`src/rtl/ccsds_turbo_rx_sys_extract.sv`:
```
// rtl/ccsds_turbo_rx_sys_extract.sv - turbo coded-symbol frame delimiter and systematic byte packer
module ccsds_turbo_rx_sys_extract #(
    parameter int K       = 8160,
    parameter int RATE    = 2,
    parameter int GAP_MAX = 16
) (
    input  logic            clk_rd,
    input  logic            rst_n,
    input  logic [RATE-1:0] i_data,
    input  logic            i_data_valid,
    input  logic            i_alarm,
    output logic [7:0]      o_byte,
    output logic            o_byte_valid,
    output logic            o_sof,
    output logic            o_eof,
    output logic [15:0]     o_frame_cnt,
    output logic            o_frame_err,
    output logic            o_busy
);

    localparam int SW = $clog2(K + 4);

    localparam logic [1:0] ST_IDLE = 2'd0;
    localparam logic [1:0] ST_DATA = 2'd1;
    localparam logic [1:0] ST_TAIL = 2'd2;

    logic [1:0]    state_q, state_d;
    logic [SW-1:0] sym_cnt_q, sym_cnt_d;
    logic [2:0]    bit_cnt_q, bit_cnt_d;
    logic [7:0]    shreg_q, shreg_d;
    logic [7:0]    gap_cnt_q, gap_cnt_d;
    logic [7:0]    byte_q, byte_d;
    logic          byte_valid_q, byte_valid_d;
    logic          sof_q, sof_d;
    logic          eof_q, eof_d;
    logic [15:0]   frame_cnt_q, frame_cnt_d;
    logic          frame_err_q, frame_err_d;

    logic sys_bit;
    logic gap_abort;

    assign sys_bit   = i_data[RATE-1];
    // The idle cycle that would bring gap_cnt to GAP_MAX is itself the abort cycle.
    assign gap_abort = !i_data_valid && (gap_cnt_q == 8'(GAP_MAX - 1));

    always_comb begin
        state_d      = state_q;
        sym_cnt_d    = sym_cnt_q;
        bit_cnt_d    = bit_cnt_q;
        shreg_d      = shreg_q;
        gap_cnt_d    = gap_cnt_q;
        byte_d       = byte_q;
        byte_valid_d = 1'b0;
        sof_d        = 1'b0;
        eof_d        = 1'b0;
        frame_cnt_d  = frame_cnt_q;
        frame_err_d  = 1'b0;
        case (state_q)
            ST_IDLE: begin
                if (i_data_valid && !i_alarm) begin
                    shreg_d   = {shreg_q[6:0], sys_bit};
                    sym_cnt_d = SW'(1);
                    bit_cnt_d = 3'd1;
                    gap_cnt_d = 8'd0;
                    state_d   = ST_DATA;
                end
            end
            ST_DATA, ST_TAIL: begin
                if (i_alarm || gap_abort) begin
                    frame_err_d = 1'b1;
                    sym_cnt_d   = '0;
                    bit_cnt_d   = 3'd0;
                    shreg_d     = 8'd0;
                    gap_cnt_d   = 8'd0;
                    state_d     = ST_IDLE;
                end else if (!i_data_valid) begin
                    gap_cnt_d = gap_cnt_q + 8'd1;
                end else begin
                    gap_cnt_d = 8'd0;
                    sym_cnt_d = sym_cnt_q + SW'(1);
                    if (state_q == ST_DATA) begin
                        shreg_d   = {shreg_q[6:0], sys_bit};
                        bit_cnt_d = bit_cnt_q + 3'd1;
                        if (bit_cnt_q == 3'd7) begin
                            byte_d       = {shreg_q[6:0], sys_bit};
                            byte_valid_d = 1'b1;
                            sof_d        = (sym_cnt_q == SW'(7));
                            eof_d        = (sym_cnt_q == SW'(K - 1));
                        end
                        if (sym_cnt_q == SW'(K - 1)) begin
                            state_d = ST_TAIL;
                        end
                    end else if (sym_cnt_q == SW'(K + 3)) begin
                        frame_cnt_d = frame_cnt_q + 16'd1;
                        state_d     = ST_IDLE;
                    end
                end
            end
            default: state_d = ST_IDLE;
        endcase
    end

    always_ff @(posedge clk_rd) begin
        if (!rst_n) begin
            state_q      <= ST_IDLE;
            sym_cnt_q    <= '0;
            bit_cnt_q    <= 3'd0;
            shreg_q      <= 8'd0;
            gap_cnt_q    <= 8'd0;
            byte_q       <= 8'd0;
            byte_valid_q <= 1'b0;
            sof_q        <= 1'b0;
            eof_q        <= 1'b0;
            frame_cnt_q  <= 16'd0;
            frame_err_q  <= 1'b0;
        end else begin
            state_q      <= state_d;
            sym_cnt_q    <= sym_cnt_d;
            bit_cnt_q    <= bit_cnt_d;
            shreg_q      <= shreg_d;
            gap_cnt_q    <= gap_cnt_d;
            byte_q       <= byte_d;
            byte_valid_q <= byte_valid_d;
            sof_q        <= sof_d;
            eof_q        <= eof_d;
            frame_cnt_q  <= frame_cnt_d;
            frame_err_q  <= frame_err_d;
        end
    end

    assign o_byte       = byte_q;
    assign o_byte_valid = byte_valid_q;
    assign o_sof        = sof_q;
    assign o_eof        = eof_q;
    assign o_frame_cnt  = frame_cnt_q;
    assign o_frame_err  = frame_err_q;
    assign o_busy       = (state_q != ST_IDLE);

endmodule

```
`config.mk`:
```
export PLATFORM = sky130hd
export DESIGN_NAME = ccsds_turbo_rx_sys_extract
export DESIGN_NICKNAME = d
export VERILOG_FILES = /design/src/rtl/ccsds_turbo_rx_sys_extract.sv
export SDC_FILE = /design/constraint.sdc
export NUM_CORES = 1
export LEC_CHECK = 0
export ABC_CLOCK_PERIOD_IN_PS = 2900
export CAP_MARGIN = 0
export CORE_AREA = 2 2 87 89
export CTS_BUF_LIST = sky130_fd_sc_hd__clkbuf_4 sky130_fd_sc_hd__clkbuf_8 sky130_fd_sc_hd__clkbuf_16
export DETAILED_ROUTE_END_ITERATION = 16
export DIE_AREA = 0 0 89 91
export GPL_TIMING_DRIVEN = 0
export HOLD_SLACK_MARGIN = 0.06
export PLACE_DENSITY_LB_ADDON = 0.12
export SKIP_CTS_REPAIR_TIMING = 1
export SLEW_MARGIN = 20
export SYNTH_ARGS = -nofsm -noshare
export SYNTH_HDL_FRONTEND = slang
export SYNTH_SLANG_ARGS = --single-unit
```
`constraint.sdc`:
```
create_clock -name clk_rd -period 2.9 [get_ports clk_rd]
set_input_delay 0.435 -clock clk_rd [delete_from_list [all_inputs] [get_ports clk_rd]]
set_output_delay 0.435 -clock clk_rd [all_outputs]
set_load 0.01 [all_outputs]
```
# Word level (Yosys, flattened, before mapping)
# Cells that the tools add are included.
# word_totals
register_bits	61
latch_bits	0
mem_bits_rw	0
romBits	0
in_bits	6
out_inout_bits	29
mem_count	0
# op_classes
addsub	4
mul	0
div_mod_pow	0
n_lt_le_gt_ge	0
eq_ne	12
n_shift	0
mux	27
n_bitwise	6
n_reduce_logical	18
# op_table
operator	n
13-bit 2-to-1 mux	3
7-bit 2-to-1 mux	4
13-bit == test (second input constant)	2
13-bit case mux with 2 select lines	1
8-bit 2-to-1 mux	3
16-bit by 1-bit adder with 16-bit output (second input constant)	1
8-bit case mux with 2 select lines	1
7-bit case mux with 2 select lines	1
13-bit by 1-bit adder with 13-bit output (second input constant)	1
13-bit by 3-bit == test with 1-bit output (second input constant)	1
2-bit 2-to-1 mux	6
3-bit 2-to-1 mux	4
5-bit AND reduction	2
8-bit by 1-bit adder with 8-bit output (second input constant)	1
8-bit by 4-bit == test with 1-bit output (second input constant)	1
4-bit != test (second input constant)	2
4-bit AND reduction	2
3-bit != test (second input constant)	2
1-bit inverter	6
3-bit case mux with 2 select lines	1
6-bit OR reduction	1
5-bit OR reduction	1
2-bit case mux with 2 select lines	1
2-bit AND reduction	2
other kinds (13)	17

# Longest topological paths before layout
# Gate-level depths: netlist (run 1).
# logic_depth
word_depth	6
mapped_depth	8
depth_no_buf	6

# Worst setup path after synthesis (run 1)
# OpenSTA, ideal clock, no wires.
# synth_timing
path_kind	reg-to-reg
startpoint	register state_q[0]
endpoint	register frame_cnt_q[11] (netlist: o_frame_cnt[11])
setup_ns	0.135
arrival_time_ns	2.016
required_time_ns	2.765
setup_slack_ns	0.749
path_stages_with_launch	8
n_path_buf	1
synth_period_minus_slack_ns	2.151
cell_sequence	dfxtp_1 -> inv_1 -> ha_1 -> nand4b_1 -> or4_1 -> clkbuf_1 -> o311ai_0 -> o41ai_1
# synth_between
elab_chain_cells	3
word_cells_on_any_way	5
# synth_lines
item	line_no	text
start: declaration	27	logic [1:0] state_q, state_d;
start signal: assignment	117	state_q <= state_d;
2-bit by 1-bit == test with 1-bit output or 2-bit == test (tied branches)	58, 81	
2-bit OR reduction or 1-bit inverter (tied branches)	--	
5-bit AND reduction (no source line) (*)	--	
end signal: assignment	126	frame_cnt_q <= frame_cnt_d;
end: declaration	36	logic [15:0] frame_cnt_q, frame_cnt_d;
# Every way passes the cells marked *; elsewhere a longest branch is shown, timed or not.
# A chain may end at the register's enable or synchronous reset.

# Final worst setup path (run 1)
# layout_timing
startpoint	input port i_data_valid
endpoint	register sym_cnt_q[5]
# layout_between
elab_chain_cells	5
word_cells_on_any_way	9
# layout_lines
item	line_no	text
start: declaration	10	input logic i_data_valid,
1-bit zero test	--	
1-bit logical AND	44	assign gap_abort = !i_data_valid && (gap_cnt_q == 8'(GAP_MAX - 1));
1-bit logical OR	69	if (i_alarm || gap_abort) begin
3-bit != test (no source line) or 13-bit 2-to-1 mux (tied branches)	--	
3-bit AND reduction (no source line) or 13-bit case mux with 2 select lines (tied branches)	--	
end signal: assignment	118	sym_cnt_q <= sym_cnt_d;
end: declaration	28	logic [SW-1:0] sym_cnt_q, sym_cnt_d;
# Several ways; a longest one is shown, not always the timed one.

==> run summary, run 1 <==
The flow ran to the end, and the final reports show no timing, DRC or antenna violations. The sequential standard cell area was 1220 µm². The tools report the placeable core area as 7140 µm². Summed over all nets, the switching power comes to 0.000557 W. For the number of global-route vias before repair, the log shows 2,724.

The run gives 0.441 as the starting utilization of the core area. Synthesis instantiated 51 different standard cells from the library. The global routing stage identified its most utilized layer as met2. Summing internal, switching and leakage power gives 0.00190 W. Measured along the y axis, the die boundary spans 91 µm. Buffers placed on the I/O ports in this run total 33. After detailed routing, the total wire length is 7860 µm.

The power per cell area came out at 500 nW/µm². The path type of the worst min-delay path was reg2reg. The floorplan step defined a die boundary enclosing 8100 µm². The count of nets left with antenna violations once routing finished came out at 0.

The met1 capacity usage during global routing was 0.296. In the layout the commonest cells are dfxtp_1 (61), nand2_1 (37), clkdlybuf4s50_1 (33), nor2_1 (26), mux2i_1 (21). After synthesis the netlist holds a flip-flop and latch count of 61. For the worst setup path, the data required time is 3.17 ns.

The clock sink total came out at 61. TritonCTS built the clock tree. The slowest stage of the critical path belongs to the cell clkdlybuf4s50_1. The run gives 0 as the overflow left after global routing. The count of final hold-check violations is 0.

Setup violations remaining at the end of the flow were counted as 0. Setup repair after global routing left no endpoint under its margin. For the relative contribution of combinational cells to total power, the log shows 0.136. The worst stage delay on the critical path is 0.64 ns.

At the pin with the least slew margin, the transition time is 0.753 ns. At the placement stage, the worst setup path has a slack of -0.0123 ns. Among the stages of the critical path, the cell type that occurs most often is clkbuf_1.

The run gives 0.215 mV as the worst supply voltage drop on vdd. The tools report the kind of start point of the critical path as an input port. The first global-routing pass estimated 13,400 µm of wire. The fraction of power spent switching nets is 0.294.

The number of warnings reported in the yosys synthesis log is 0. The cell type with the highest aggregate area in the netlist is dfxtp_1. For the total number of H-tree levels, the log shows 3. The smallest clock period supported by the final layout is computed as 2.62 ns. Part of the Yosys area used for sequential elements: 0.388.

Share of synthesized flip-flops with an asynchronous set or reset: 0. The clock group share of total power is 0.406, and the synthesis-to-layout area growth is 20.8%. In the post-synthesis netlist, the biggest area contributors are dfxtp_1 (39%), mux2i_1 (6.7%), nand2_1 (4.4%). In this run the horizontal extent of the chip is 89 µm. The run gives 31 as the row count.

The wire length per cell after detailed routing was 15.3 µm; the number of buffers between clock root and the deepest sink was 2. Data arrives at the worst endpoint at 2.89 ns. The detailed-route vias per instance was 5.61; the CTS buffer count was 9.

Yosys mapped a number of flops with a built-in enable equal to 0. Entering global routing, the biggest net connects 13 pins. The run gives 382 as the net count after synthesis.

Detailed placement HPWL: 5380 µm. The category of the worst setup path capture point was a flop. The total count of max-transition violations in the final report came out at 0. For the total routing usage reported by global routing, the log shows 0.209. Number of top-level design ports: 35. The tools report the sequential power share as 0.458. The mapped netlist covers 3140 µm². Across all setup checks in the final design, the least slack found is 0.278 ns. In the final layout, the multi-input gates occupy 1760 µm². After the last flow step, the layout net total stands at 426.

Traced cell by cell, the critical path runs through clkdlybuf4s50_1 -> clkbuf_1 -> nor4_1 -> a21oi_1 -> clkbuf_1 -> o21ai_0 -> a31oi_1. The most common cell after layout, fill and taps aside is dfxtp_1. The met3 usage in global routing was 0.0536; the worst clock skew on the final layout was 0.00558 ns.

Worst-case register-to-register setup slack: 0.29 ns. The internal power of the cells is 0.00134 W, and the clock transition at the registers of the reported paths is 0.08 ns. On the final layout, the worst hold slack is 0.473 ns.

For this run, design rule violations remaining after detail routing come to 0. The area fraction of the dominant cell type after synthesis works out to 0.388. The final cycle utilization of the critical path works out to 0.904. The met2 usage in global routing is 0.314. The average size of a mapped cell is 8.57 µm². Clock tree root driver cell: clkbuf_8. The run gives 707 as the number of filler instances in the final layout. The synthesized netlist cell count was 367; the largest fanout on the critical path was 10. The tools report the antenna diode instance count as 0. The run gives 0.906 as the final estimated routing congestion in global placement. Number of antenna violations at the first check in global routing: 0.

The relative slew slack came out at 0.495. The tools report the first-pass iteration count of the detailed router as 6. Most used flip-flop cell after synthesis: dfxtp_1. Max-cap violations in this run came to 0. The clock latency on the worst-skew pair came out at 0.34 ns.

For the total number of vias, the log shows 2,887. The analysis attributes to cell leakage a power of 1.28 nW. Detailed router's first-iteration violation count: 151. The fraction of layout cells with a size suffix above 1 works out to 0.0601. By startpoint and endpoint, the worst setup path is classified as in2reg. The tools report the top achievable clock speed as 381 MHz.
[layer usage]
metal | share of wire | routed length, µm
met1 | 0.50 | 3950
met4 | 0.0094 | 74
met3 | 0.041 | 321
met5 | 0 | 0
met2 | 0.45 | 3520
[Yosys cell counts, types with 2 or more instances]
library cell	n
nor4_1	8
o41ai_1	8
o311ai_0	5
dfxtp_1	61
mux2i_1	21
o31ai_1	3
clkbuf_1	19
o21ai_0	15
nand3_1	14
nand4b_1	3
nor2_1	26
a31oi_1	7
inv_1	14
nor3_1	2
o21ai_1	2
and3_1	3
and4_1	3
nand2_1	37
a211oi_1	5
o21a_1	3
nand2b_1	14
o22ai_1	2
xnor2_1	7
nand4_1	10
and4b_1	2
a21o_1	8
and2_1	2
nor4b_1	3
nor2b_1	2
buf_2	3
nand3b_1	3
ha_1	9
o221a_2	2
a2111oi_0	2
or3_1	4
o311ai_1	3
a21oi_1	12
or4_1	7
[final timing paths]
| path | end | cells past startpoint | startpoint |
|---|---|---|---|
| min | bit_cnt_q[2]$_SDFFE_PN0P_ | 2 | bit_cnt_q[2]$_SDFFE_PN0P_ |
| min reg2reg | bit_cnt_q[2]$_SDFFE_PN0P_ | 2 | bit_cnt_q[2]$_SDFFE_PN0P_ |
| max | sym_cnt_q[5]$_SDFFE_PN0P_ | 7 | i_data_valid |
| max reg2reg | o_frame_cnt[13]$_SDFFE_PN0P_ | 7 | state_q[0]$_SDFFE_PN0P_ |
[sequential cells by signal, indices dropped and copies added, names as in the netlist]
name	cells
o_byte	8
o_frame_cnt	16
o_eof	1
o_frame_err	1
gap_cnt_q	8
shreg_q	7
bit_cnt_q	3
state_q	2
o_sof	1
sym_cnt_q	13
o_byte_valid	1
[cell type report]
class / instances / area share
clock inverters: 7 / 0.0198
clock buffers: 9 / 0.0326
plain buffers: 25 / 0.0287
flip-flops and latches: 61 / 0.322
multi-input cells: 267 / 0.464
repair buffers: 33 / 0.0870
well taps: 99 / 0.0326
inverters: 14 / 0.0138
[per-stage QoR]
step	util	TNS [ns]	cell area (µm²)	cells
after detailed placement	0.504	-0.0236	3600	499
after floorplan	-	0	3140	367
after global placement	0.504	-0.00647	3600	499
after global routing	0.532	0	3800	515
after CTS	0.532	0	3800	515
final	0.532	0	3800	515
[cells by family after synthesis]
group | synth area share
AO/OA/AOI/OAI | 0.183
XOR/XNOR | 0.0195
adder cells (fa/ha/maj) | 0.0358
buffers and inverters | 0.0513
flip-flops | 0.388
multiplexers | 0.0669
AND/OR/NAND/NOR | 0.255
[critical path, delay by kind of cell]
family                 cells  cell delay (ns)
buffers and inverters      3             1.51
AO/OA/AOI/OAI              3             0.80
AND/OR/NAND/NOR            1             0.15
[power by group through the flow]
stage	clock network (W)	logic, W	registers, W
global route	0.000817	0.000284	0.000870
detailed placement	0	0.000254	0.000888
floorplan	0	0.000174	0.000885
global placement	0	0.000254	0.000887
CTS	0.000781	0.000256	0.000868
finish	0.000771	0.000258	0.000869
Note: power is estimated with default switching activity, not from simulation.
==> run 2: changes to the inputs <==
--- a/config.mk
+++ b/config.mk
@@ -7,10 +7,11 @@
 export LEC_CHECK = 0
 export ABC_CLOCK_PERIOD_IN_PS = 2900
 export CAP_MARGIN = 0
-export CORE_AREA = 2 2 87 89
+export CORE_AREA = 2 2 108 110
 export CTS_BUF_LIST = sky130_fd_sc_hd__clkbuf_4 sky130_fd_sc_hd__clkbuf_8 sky130_fd_sc_hd__clkbuf_16
+export CTS_CLUSTER_SIZE = 24
 export DETAILED_ROUTE_END_ITERATION = 16
-export DIE_AREA = 0 0 89 91
+export DIE_AREA = 0 0 110 112
 export GPL_TIMING_DRIVEN = 0
 export HOLD_SLACK_MARGIN = 0.06
 export PLACE_DENSITY_LB_ADDON = 0.12
==> run 2 against run 1 <==
  * Hold slack got worse by 0.0048 ns
  * Wire length increased by 10%
  * Final area grew 4.3%
  * Flip-flop and latch count stayed put
  * Highest routed layer unchanged
==> run summary, run 2 (synthesis results as in run 1) <==
Leaving out fill and tap cells, the most frequent cell in the layout is dfxtp_1. The repair_antennas step left the layout with diodes totalling 0. Setup violations remaining at the end of the flow were counted as 0. STA puts the critical path data required time at 3.16 ns. For the pin with the worst max-slew slack, the measured transition is 0.823 ns. The power per cell area came out at 566 nW/µm². Compared with the post-synthesis result, the final layout area differs by 26.0%. The flip-flop count of the largest register, all copies and words added was 16; the maximum number of pins on one net before global-route repair was 14. The first global-routing pass estimated 14,300 µm of wire.

The category of the worst setup path capture point is a flop. Port buffering added 33 buffers. The width of the die is 110 µm. The number of DRC violations after detailed routing came out at 0.

The number of global-route vias before repair was 2,757; the first-pass iteration count of the detailed router was 4. Overflow left after global routing: 0. The top cell types in the final layout, fill and taps aside, are dfxtp_1 (61), nand2_1 (37), clkdlybuf4s50_1 (33), nor2_1 (26), mux2i_1 (21).

Post-layout net count: 426. TritonCTS built the clock tree. For flop-to-flop paths, the worst setup slack is 0.30 ns. The tools report the starting utilization of the core area as 0.281.

The clock sink total is 61. The total number of H-tree levels came out at 3. Once placement completed, the tool counted placed cells totaling 543. Count of final hold-check violations: 0. Clock skew on the completed layout was measured at 0.00868 ns. The row count is 39, and the detailed-route vias per instance is 5.21. At the worst endpoint, the arrival time is 2.87 ns. In this run the worst path has a maximum fanout of 8. Detailed placement ended at an HPWL of 6050 µm.

The shortest clock period the worst path allows after layout was 2.60 ns. The worst setup path is launched from a flop. The flow ran to the end, and the final reports show no timing, DRC or antenna violations.

The vertical die dimension is 112 µm. The worst setup path is of the reg2reg kind. The clock tree root driver cell was clkbuf_16. Path type of the worst min-delay path: reg2reg. The fraction of layout cells with a size suffix above 1 came out at 0.0625. The tools report the total routing usage reported by global routing as 0.150.

The static power due to leakage was 1.33 nW; the number of buffers between clock root and the deepest sink was 2. The number of maximum-capacitance constraint violations came out at 0. The total number of vias is 2,915, and the number of top-level design ports is 35. The tools report the final antenna-violating net count as 0. Derived from the worst setup path, the maximum achievable clock frequency is 384 MHz. Clock tree synthesis inserted a total of 9 buffers. After detailed routing, the average wire length per cell comes to 15.5 µm. The run gives 0.33 ns as the clock latency on the worst-skew pair. The floorplan step defined a die boundary enclosing 12,300 µm². Wires add up to 8660 µm. Setup repair after global routing left no endpoint under its margin.

The relative slew slack is 0.448. After the first detailed-routing iteration, the DRC count stood at 88. Clock-pin slew was measured on the worst setup and hold paths at 0.06 ns.

IR analysis of the VDD net gives a maximum drop of 0.208 mV. The region available for standard cell placement spans 11,200 µm². The finished layout holds 559 standard cells, fillers aside. Across all hold checks on the routed design, the worst slack comes to 0.469 ns.

The final estimated routing congestion in global placement is 0.818, and the final cycle utilization of the critical path is 0.898. The run gives 0 as the total count of max-transition violations in the final report. Number of antenna violations at the first check in global routing: 0.
run 2: critical path: stages, from the launching register on:
cell	delay, ns
dfxtp_1	0.38
inv_1	0.08
ha_1	0.43
nand4b_1	0.35
or4_1	0.60
clkbuf_1	0.18
nor4_1	0.29
mux2i_1	0.22
run 2: report_power, final:
part	internal, W	leakage, nW	switching (W)	total, W
Clock	0.000677	0.147	0.000434	0.00111
Combinational	0.0000886	0.695	0.000175	0.000263
Sequential	0.000854	0.492	0.0000147	0.000869
Total	0.00162	1.33	0.000623	0.00224
run 2: cell type report:
class / instances / area [µm²]
Fill cell: 1164 / 7210
Multi-Input combinational cell: 267 / 1760
Sequential cell: 61 / 1220
Timing Repair Buffer: 33 / 330
Clock buffer: 9 / 225
Tap cell: 143 / 179
Buffer: 25 / 110
Clock inverter: 7 / 81.3
Inverter: 14 / 52.6
run 2: metrics by stage:
stage | utilization | TNS, ns | power (W) | worst slack [ns] | instance area, µm²
5_1_grt | 0.354 | 0 | 0.00234 | 0.136 | 3960
4_1_cts | 0.354 | 0 | 0.00227 | 0.184 | 3960
3_3_place_gp | 0.327 | -1.13 | 0.00115 | -0.175 | 3650
2_1_floorplan | - | 0 | 0.00106 | 0.749 | 3140
3_5_place_dp | 0.327 | -0.762 | 0.00115 | -0.139 | 3650
6_report | 0.354 | 0 | 0.00224 | 0.296 | 3960
run 2: layer usage:
metal | part of all wire | up-vias | GRT usage
met4 | 0.018 | 0 | 0.0599
met1 | 0.49 | 1389 | 0.210
met2 | 0.46 | 69 | 0.227
met5 | 0 | - | 0
li1 | - | 1444 | -
met3 | 0.041 | 13 | 0.0275
run 2: worst paths after layout:
| kind | from | endpoint | cells past startpoint |
|---|---|---|---|
| max | state_q[0]$_SDFFE_PN0P_ | o_frame_cnt[13]$_SDFFE_PN0P_ | 7 |
| min reg2reg | bit_cnt_q[1]$_SDFFE_PN0P_ | bit_cnt_q[1]$_SDFFE_PN0P_ | 2 |
| max reg2reg | state_q[0]$_SDFFE_PN0P_ | o_frame_cnt[13]$_SDFFE_PN0P_ | 7 |
| min | bit_cnt_q[1]$_SDFFE_PN0P_ | bit_cnt_q[1]$_SDFFE_PN0P_ | 2 |
==> run 3: changes to the inputs <==
--- a/config.mk
+++ b/config.mk
@@ -7,11 +7,11 @@
 export LEC_CHECK = 0
 export ABC_CLOCK_PERIOD_IN_PS = 2900
 export CAP_MARGIN = 0
-export CORE_AREA = 2 2 108 110
+export CORE_AREA = 2 2 79 81
 export CTS_BUF_LIST = sky130_fd_sc_hd__clkbuf_4 sky130_fd_sc_hd__clkbuf_8 sky130_fd_sc_hd__clkbuf_16
 export CTS_CLUSTER_SIZE = 24
 export DETAILED_ROUTE_END_ITERATION = 16
-export DIE_AREA = 0 0 110 112
+export DIE_AREA = 0 0 81 83
 export GPL_TIMING_DRIVEN = 0
 export HOLD_SLACK_MARGIN = 0.06
 export PLACE_DENSITY_LB_ADDON = 0.12
==> run 3 against run 2 <==
  * Power decreased by 17%
  * Die area fell by 45%
  * Sequential power barely moved
  * Non-clock buffer count unchanged
  * Combinational power is 2% lower
  * Critical endpoint is now sym_cnt_q[4]$_SDFFE_PN0P_
  * Wire length is 12% lower
  * Fmax is 2.2% lower
  * First-iteration DRC count grew to 2.7 times the previous value
  * Largest power group is now registers
  * Critical path depth did not move
  * Final cell count shrank 12%
==> run summary, run 3 (synthesis results as in run 1) <==
The tools report the placeable core area as 5820 µm². Setup repair after global routing left no endpoint under its margin. The first detailed-routing pass ran for 5 iterations. The number of filler instances in the final layout came out at 522. The number of global-route vias before repair was 2,705. The first global-routing pass estimated 12,800 µm of wire.

Along the worst path, the maximum fanout reaches 10. The run finished with clean final reports. The number of antenna violations at the first check in global routing is 0, and the switching power is 0.000597 W. Setup total negative slack on the finished layout was measured at 0 ns. Classification of the worst setup path: in2reg. The run gives 0 as the number of maximum-capacitance constraint violations. In this run the worst hold path is classified as reg2reg. The routed design has 7660 µm of wire.

For the sequential power share, the log shows 0.464. The logs give 0.139 for the relative contribution of combinational cells to total power and 426 for the post-layout net count. The starting utilization of the core area came out at 0.541. From synthesis to final layout, the design area changed by 19.5%. The final antenna-violating net count was 0; the clock transition at the registers of the reported paths was 0.08 ns. 35 I/O pins were placed.

In this run the deepest clock path goes through 2 buffers. The total number of H-tree levels was 3; the number of input and output port buffers inserted was 33. The final-report setup violation count came out at 0. Most common cell after layout, fill and taps aside: dfxtp_1. The detailed-route vias per instance was 6.12; the worst path arrival time was 2.94 ns. In this run the cell area measured after placement is 3570 µm². Buffers inserted during clock tree synthesis total 9.

Clock skew on the completed layout was measured at 0.00879 ns. For the worst setup path, the data required time is 3.18 ns. 0 antenna diodes ended up in the layout. The tree is rooted in a clkbuf_8. At the pin with the least slew margin, the transition time is 0.735 ns.

For the overflow left after global routing, the log shows 0. STA classifies the critical path endpoint as a flop. The logs give 1.28 nW for the static power due to leakage and 0.35 ns for the clock latency on the worst-skew pair. In this run the horizontal extent of the chip is 81 µm. The vertical die dimension was 83 µm.

After detailed routing, the number of remaining DRC violations is 0. The fraction of power spent switching nets came out at 0.319. Final cycle utilization of the critical path: 0.919. For this design, the sink count on the clock tree is 61. The internal power of the cells is 0.00127 W. The run gives 0.507 as the relative slew slack. For the worst-case register-to-register setup slack, the log shows 0.35 ns.

TritonCTS built the clock tree. The count of final hold-check violations is 0. The top cell types in the final layout, fill and taps aside, are dfxtp_1 (61), nand2_1 (37), clkdlybuf4s50_1 (33), nor2_1 (26), mux2i_1 (21). After legalization and detailed placement, the total HPWL measured 5220 µm. In the final routed layout, each cell accounts on average for 15.6 µm. Entering global routing, the biggest net connects 15 pins. In this run, the number of DRC markers left after iteration 0 of detailed routing was 239. The total routing usage reported by global routing is 0.239, and the worst supply voltage drop on vdd is 0.323 mV. The logs give 6720 µm² for the area of the die and 0.397 for the clock group share of total power. Derived from the worst setup path, the maximum achievable clock frequency is 375 MHz.

The congestion estimate from routability-driven global placement came to 0.877. Once layout is done, the placed cells without fillers occupy 3760 µm². The routed layout has 3,004 vias. The total count of max-transition violations in the final report was 0; the fraction of layout cells with a size suffix above 1 was 0.0601.

The register with the most flip-flops in the layout has 16 of them. The clock period could shrink to 2.66 ns. Power spread over the standard cell area amounts to 498 nW/µm². Kind of start point of the critical path: an input port. The row count came out at 28.
-- run 3: cell type report --
class	count	area [µm²]	area share
multi-input combinational	267	1760	0.469
sequential	61	1220	0.325
timing repair buffer	33	330	0.0879
clock buffer	9	124	0.0330
buffer	25	109	0.0290
tap	75	93.8	0.0250
clock inverter	7	65.1	0.0173
inverter	14	52.6	0.0140
-- run 3: critical path, cell delays in order --
cell	delay, ns
clkdlybuf4s50_1	0.64
clkbuf_1	0.41
nor4_1	0.16
a21oi_1	0.48
clkbuf_1	0.46
o21ai_0	0.17
a31oi_1	0.18
-- run 3: power by group through the flow --
stage          clock, W  sequential, W  combinational [W]
6_report       0.000743       0.000868           0.000259
5_1_grt        0.000790       0.000869           0.000282
4_1_cts        0.000747       0.000868           0.000254
3_5_place_dp          0       0.000888           0.000251
3_3_place_gp          0       0.000886           0.000248
2_1_floorplan         0       0.000885           0.000174
-- run 3: per-layer routing --
metal,vias to the layer above,share of wire,track usage
met1,1430,0.47,0.340
li1,1453,-,-
met2,105,0.46,0.351
met5,-,0,0
met3,16,0.052,0.0413
met4,0,0.018,0.106
-- run 3: path summary, 6_finish.rpt --
path	from	endpoint	depth (start not counted)
setup / recovery	i_data_valid	sym_cnt_q[4]$_SDFFE_PN0P_	7
hold / removal	bit_cnt_q[2]$_SDFFE_PN0P_	bit_cnt_q[2]$_SDFFE_PN0P_	2
hold reg to reg	bit_cnt_q[2]$_SDFFE_PN0P_	bit_cnt_q[2]$_SDFFE_PN0P_	2
setup reg to reg	state_q[0]$_SDFFE_PN0P_	o_frame_cnt[15]$_SDFFE_PN0P_	7
-- run 3: metrics by stage --
| step | instances | hold slack [ns] | setup slack, ns | utilization | power, W |
|---|---|---|---|---|---|
| after floorplan | 367 | 0.438 | 0.749 | - | 0.00106 |
| after global placement | 475 | 0.450 | 0.0250 | 0.614 | 0.00113 |
| after detailed placement | 475 | 0.466 | 0.00260 | 0.614 | 0.00114 |
| after CTS | 491 | 0.477 | 0.342 | 0.646 | 0.00187 |
| after global routing | 491 | 0.507 | 0.165 | 0.646 | 0.00194 |
| final | 491 | 0.477 | 0.236 | 0.646 | 0.00187 |
